File: config.mk
export PLATFORM = sky130hd
export DESIGN_NAME = mem_grant_arbiter
export DESIGN_NICKNAME = d
export VERILOG_FILES = /design/src/rtl/mem_grant_arbiter_pkg.sv /design/src/rtl/rr_next_id.sv /design/src/rtl/mem_grant_arbiter.sv
export SDC_FILE = /design/constraint.sdc
export NUM_CORES = 1
export LEC_CHECK = 0
export CAP_MARGIN = 20
export CORE_MARGIN = 5
export CORE_UTILIZATION = 45
export CTS_BUF_LIST = sky130_fd_sc_hd__clkbuf_4 sky130_fd_sc_hd__clkbuf_8 sky130_fd_sc_hd__clkbuf_16
export DETAILED_ROUTE_END_ITERATION = 10
export PLACE_DENSITY_LB_ADDON = 0.3
export SLEW_MARGIN = 40
export SYNTH_ARGS = -nofsm -noshare
export SYNTH_HDL_FRONTEND = slang
export SYNTH_SLANG_ARGS = --single-unit
File: constraint.sdc
create_clock -name i_clk -period 1.5 [get_ports i_clk]
set_input_delay 0.3 -clock i_clk [delete_from_list [all_inputs] [get_ports i_clk]]
set_output_delay 0.3 -clock i_clk [all_outputs]
set_load 0.05 [all_outputs]
File: src/rtl/mem_grant_arbiter_pkg.sv
// mem_grant_arbiter_pkg
// ---------------------
// Shared declarations for the round-robin memory grant arbiter: the FSM state
// encoding, core-count helpers and a one-hot conversion helper.
// No ports (package).

// Fallback values, used only when the shared SharedInc header has not already
// provided the core-count macros.
`ifndef NUM_OF_CORES
`define NUM_OF_CORES 4
`endif
`ifndef CORE_ID_SIZE
`define CORE_ID_SIZE 2
`endif
`ifndef CORES_RANGE
`define CORES_RANGE `NUM_OF_CORES-1:0
`endif
`ifndef CORE_ID_RANGE
`define CORE_ID_RANGE `CORE_ID_SIZE-1:0
`endif

package mem_grant_arbiter_pkg;

    localparam int NUM_CORES = `NUM_OF_CORES;
    localparam int ID_W      = `CORE_ID_SIZE;

    // Arbiter FSM encoding, kept local to this block.
    localparam logic [0:0] ST_IDLE = 1'b0;
    localparam logic [0:0] ST_BUSY = 1'b1;

    // Turns a core id into the one-hot grant vector driven back to the cores.
    function automatic logic [`CORES_RANGE] onehot(input logic [`CORE_ID_RANGE] id);
        logic [`CORES_RANGE] r;
        r     = '0;
        r[id] = 1'b1;
        return r;
    endfunction

endpackage

File: src/rtl/rr_next_id.sv
// rr_next_id
// ----------
// Combinational round-robin search: finds the first set bit of i_mask scanning
// i_start+1, i_start+2, ... with wrap modulo the core count; i_start itself is
// examined last.
// Ports:
//   i_mask    in  per-core candidate bits
//   i_start   in  id after which the search begins
//   o_next_id out first set id found (equals i_start when none found)
//   o_none    out high when i_mask is all zero

import mem_grant_arbiter_pkg::*;

module rr_next_id (
    input  logic [`CORES_RANGE]   i_mask,
    input  logic [`CORE_ID_RANGE] i_start,
    output logic [`CORE_ID_RANGE] o_next_id,
    output logic                  o_none
);

    // The wrap is done by a conditional subtract rather than a modulo so that
    // non-power-of-two core counts still map onto valid ids.
    always_comb begin
        int idx;
        idx       = 0;
        o_next_id = i_start;
        o_none    = 1'b1;
        for (int off = 1; off <= NUM_CORES; off++) begin
            idx = int'(i_start) + off;
            if (idx >= NUM_CORES) begin
                idx = idx - NUM_CORES;
            end
            if (o_none && i_mask[idx[ID_W-1:0]]) begin
                o_none    = 1'b0;
                o_next_id = idx[ID_W-1:0];
            end
        end
    end

endmodule

File: src/rtl/mem_grant_arbiter.sv
// mem_grant_arbiter
// -----------------
// Round-robin grant engine between the cores and the shared memory port.
// Picks the next requester after the last served core, drives a registered
// one-hot grant, and holds it until the owner releases it (done pulse or
// request drop) or MAX_HOLD cycles elapse, at which point it is revoked.
// Ports:
//   i_clk         in  system clock, rising edge
//   i_reset_n     in  synchronous active-low reset
//   i_req         in  per-core request level
//   i_done        in  per-core release pulse (only the owner's bit matters)
//   o_gnt         out registered one-hot grant, zero when no owner
//   o_gnt_valid   out OR of o_gnt
//   o_gnt_id      out current owner id, holds last owner when idle
//   o_timeout     out one-cycle pulse on forced revocation
//   o_timeout_id  out id of the revoked core, valid with o_timeout

import mem_grant_arbiter_pkg::*;

module mem_grant_arbiter #(
    parameter int MAX_HOLD = 64
) (
    input  logic                  i_clk,
    input  logic                  i_reset_n,
    input  logic [`CORES_RANGE]   i_req,
    input  logic [`CORES_RANGE]   i_done,
    output logic [`CORES_RANGE]   o_gnt,
    output logic                  o_gnt_valid,
    output logic [`CORE_ID_RANGE] o_gnt_id,
    output logic                  o_timeout,
    output logic [`CORE_ID_RANGE] o_timeout_id
);

    localparam int               HOLD_W    = $clog2(MAX_HOLD + 1);
    localparam logic [HOLD_W-1:0] HOLD_MAX  = HOLD_W'(MAX_HOLD);
    localparam logic [HOLD_W-1:0] HOLD_LAST = HOLD_W'(MAX_HOLD - 1);

    logic [0:0]            r_state;
    logic [`CORES_RANGE]   r_gnt;
    logic [`CORE_ID_RANGE] r_gnt_id;
    logic [`CORE_ID_RANGE] r_last_id;
    logic [HOLD_W-1:0]     r_hold_cnt;
    logic                  r_timeout;
    logic [`CORE_ID_RANGE] r_timeout_id;

    logic [`CORE_ID_RANGE] w_sel;
    logic                  w_none;
    logic                  w_release;

    rr_next_id u_rr_next_id (
        .i_mask    (i_req),
        .i_start   (r_last_id),
        .o_next_id (w_sel),
        .o_none    (w_none)
    );

    // The owner gives up the port either by pulsing its done bit or by
    // dropping its request; bits of other cores are ignored here.
    assign w_release = i_done[r_gnt_id] | ~i_req[r_gnt_id];

    // FSM, hold counter and output registers. last_id resets to the highest
    // id so that core 0 is scanned first after reset. A release that lands on
    // the timeout cycle takes precedence, so no timeout pulse is raised.
    always_ff @(posedge i_clk) begin
        if (!i_reset_n) begin
            r_state      <= ST_IDLE;
            r_gnt        <= '0;
            r_gnt_id     <= '0;
            r_last_id    <= `CORE_ID_SIZE'(NUM_CORES - 1);
            r_hold_cnt   <= '0;
            r_timeout    <= 1'b0;
            r_timeout_id <= '0;
        end else begin
            r_timeout <= 1'b0;
            case (r_state)
                ST_IDLE: begin
                    if (!w_none) begin
                        r_gnt      <= onehot(w_sel);
                        r_gnt_id   <= w_sel;
                        r_last_id  <= w_sel;
                        r_hold_cnt <= '0;
                        r_state    <= ST_BUSY;
                    end else begin
                        r_gnt <= '0;
                    end
                end
                ST_BUSY: begin
                    if (r_hold_cnt != HOLD_MAX) begin
                        r_hold_cnt <= r_hold_cnt + HOLD_W'(1);
                    end
                    if (w_release) begin
                        r_gnt   <= '0;
                        r_state <= ST_IDLE;
                    end else if (r_hold_cnt == HOLD_LAST) begin
                        r_gnt        <= '0;
                        r_timeout    <= 1'b1;
                        r_timeout_id <= r_gnt_id;
                        r_state      <= ST_IDLE;
                    end
                end
                default: begin
                    r_gnt   <= '0;
                    r_state <= ST_IDLE;
                end
            endcase
        end
    end

    assign o_gnt        = r_gnt;
    assign o_gnt_valid  = |r_gnt;
    assign o_gnt_id     = r_gnt_id;
    assign o_timeout    = r_timeout;
    assign o_timeout_id = r_timeout_id;

endmodule

==> results.json <==
{
  "yosysSeqAreaShare_pct": 37.6,
  "clk_latency_ps": 290,
  "period_share_pct": 109,
  "grtUsageTotal_pct": 16.6,
  "layout_commonest_cell": "buf_4",
  "relSlewSlack_pct": 62.2,
  "synthTopCellsByArea": "dfxtp_1 38%, o21ai_0 5.9%, nor2b_1 4.3%",
  "power_frac_clock_pct": 18.4,
  "fmax_mhz": 611,
  "root_buffer": "clkbuf_4",
  "pwr-share-seq_pct": 43.7,
  "syn2layout_area_growth_pct": 58.1,
  "setup_slack_ps": -137,
  "yosysTopAreaCellShare_pct": 37.6,
  "max-vdd-ir-drop_mv": 0.853,
  "startpoint_type": "register",
  "cts_tree": "yes",
  "die_h_um": 57.4,
  "ios": 20,
  "pwr-share-comb_pct": 37.9,
  "path_class": "reg2out",
  "p_switching_mw": 0.500,
  "grt_remaining_overflow": 0,
  "powerDensity_nw_per_um2": 884,
  "via_count": 984,
  "hp-class": "reg2reg",
  "fin_util_pct": 73.8,
  "p_int_mw": 0.915,
  "die_area_um2": 3300,
  "core_area_um2": 2170,
  "outcome": "finished, violations left",
  "ys_ff_latch": 19,
  "place_hpwl_um": 1990,
  "first_global_vias": 1020,
  "drt-total-wl_um": 2710,
  "cap_violations": 0,
  "nFillCells": 166,
  "netlist_area_um2": 1010,
  "yosysWarnings": 0,
  "placed_cells": 174,
  "clkTransAtPathRegs_ps": 110,
  "yosys.cell_types.count": 40,
  "synth.net_count": 125,
  "worstSetupEndpointType": "output pin",
  "antenna_found_initial": 0,
  "drc": 0,
  "initial_core_util_pct": 46.7,
  "nNetsFinal": 166,
  "netlist_instances": 113,
  "hold_viol_final": 0,
  "htreeDepth": 1,
  "grt_first_pass_wirelength_um": 4400,
  "via_per_inst": 5.44,
  "place_congestion": 0.751,
  "rows": 17,
  "setup_viol": 2,
  "cp.arrival_ps": 1340,
  "finalNonFillerCells": 181,
  "swShare_pct": 35.3,
  "whs_ps": 512,
  "cts_buffers": 3,
  "cts_hold_buf": 0,
  "violations": "setup timing",
  "r2r-start": "r_hold_cnt[1]",
  "rsz0062_at_grt": "true",
  "crit_fanout": 2,
  "wl_per_cell_um": 15.0,
  "dr.pass1.iters": 4,
  "drtAntennaViolNets": 0,
  "worst_slew_pin_slew_ps": 563,
  "finClkSkew_ps": 5.82,
  "syn_avg_cell_area_um2": 8.96,
  "cts_num_sinks": 19,
  "crit_start": "o_gnt[3]",
  "die_width_um": 57.4,
  "grt_max_degree": 12,
  "power_leakage_nw": 0.613,
  "synth_top_area_cell": "dfxtp_1",
  "clock_path_buffers": 2,
  "final_cell_mix": "20 x buf_4, 12 x o21ai_0, 10 x nand2_1, 9 x dfxtp_1, 9 x buf_12",
  "n_antenna_cell": 0,
  "port_buffers": 19,
  "maxSlewViolCount": 0,
  "required_ps": 1200,
  "worstHoldStart": "o_timeout_id[1]",
  "period_minus_slack_ps": 1640,
  "drt-initial-drc-count": 22,
  "place_ws_ps": -376,
  "drive_gt1_share_pct": 41.8
}
[worst max-delay path, stage by stage (launching register included)]
cell and delay, ps:
dfxtp_4 360, or4_4 520, buf_8 170
[stage by stage]
step | setup TNS (ps) | cell area, µm² | power [mW]
global route | -296 | 1600 | 1.48
detailed placement | -5840 | 1450 | 1.12
global placement | -5430 | 1450 | 1.10
floorplan | 0 | 1030 | 0.890
CTS | -150 | 1530 | 1.41
finish | -149 | 1600 | 1.41
[cell type report]
type                       instances  area [µm²]  area share (%)
tap                               28        35.0            2.19
multi-input combinational         87         684            42.8
sequential                        19         400            25.0
clock inverter                     1        5.00           0.313
clock buffer                       3        22.5            1.41
timing repair buffer              39         438            27.4
inverter                           4        15.0           0.938
[final timing paths]
kind	endpoint	slack, ps	cells past startpoint
worst max-delay path	o_gnt_valid	-140	2
worst max register to register	r_hold_cnt[5]	-10	6
worst min-delay path	o_timeout_id[1]	510	2
worst min register to register	o_timeout_id[1]	510	2
[registers in the layout (all words and copies together) (netlist names)]
register      flops
o_gnt             4
o_gnt_id          2
o_timeout         1
o_timeout_id      2
r_hold_cnt        7
r_last_id         2
r_state           1
[synthesized netlist by cell type (all sizes together)]
cell type / number
a21oi: 6
nor3: 3
o221ai: 1
nand3: 3
ha: 2
buf: 3
nor2: 7
nor2b: 8
o31a: 1
a211oi: 2
and3: 3
nand2b: 1
o21ai: 12
and2: 1
inv: 4
o21ba: 1
a311oi: 1
o31ai: 2
nor4: 3
mux2i: 2
or4: 2
a32o: 4
or2: 1
nand3b: 1
nor3b: 3
a21boi: 1
nand2: 10
or3b: 1
dfxtp: 19
and2b: 1
nor4b: 2
o21bai: 1
o311ai: 1
[per-layer routing]
layer	up-vias	part of all wire (%)	global-route usage, %
met5	-	0	0
met4	0	1.4	4.30
met3	4	3.9	3.17
met2	19	52	30.3
met1	462	43	19.5
li1	499	-	-
[power by group through the flow]
stage	Combinational [mW]	Clock, mW	Sequential, mW
3_3_place_gp	0.481	0	0.624
2_1_floorplan	0.219	0	0.671
4_1_cts	0.531	0.265	0.614
6_report	0.536	0.261	0.618
3_5_place_dp	0.489	0	0.628
5_1_grt	0.571	0.284	0.628
[logic make-up (layout without fill, tap and decap cells)]
logic type	Yosys count	count (layout)	synth area share, %
mux	2	2	1.98
fa+ha+maj	2	2	2.47
compound gates	33	33	23.4
buf+inv	7	47	3.21
simple gates	50	50	31.4
flops	19	19	37.6
[what timing repair did]
action	CTS	global route
cloned	0	0
gates resized for setup	14	15
setup endpoints to repair	10	18
buffers inserted	3	0
pin swaps	3	4
No activity file was read; power rests on OpenSTA's default activity.
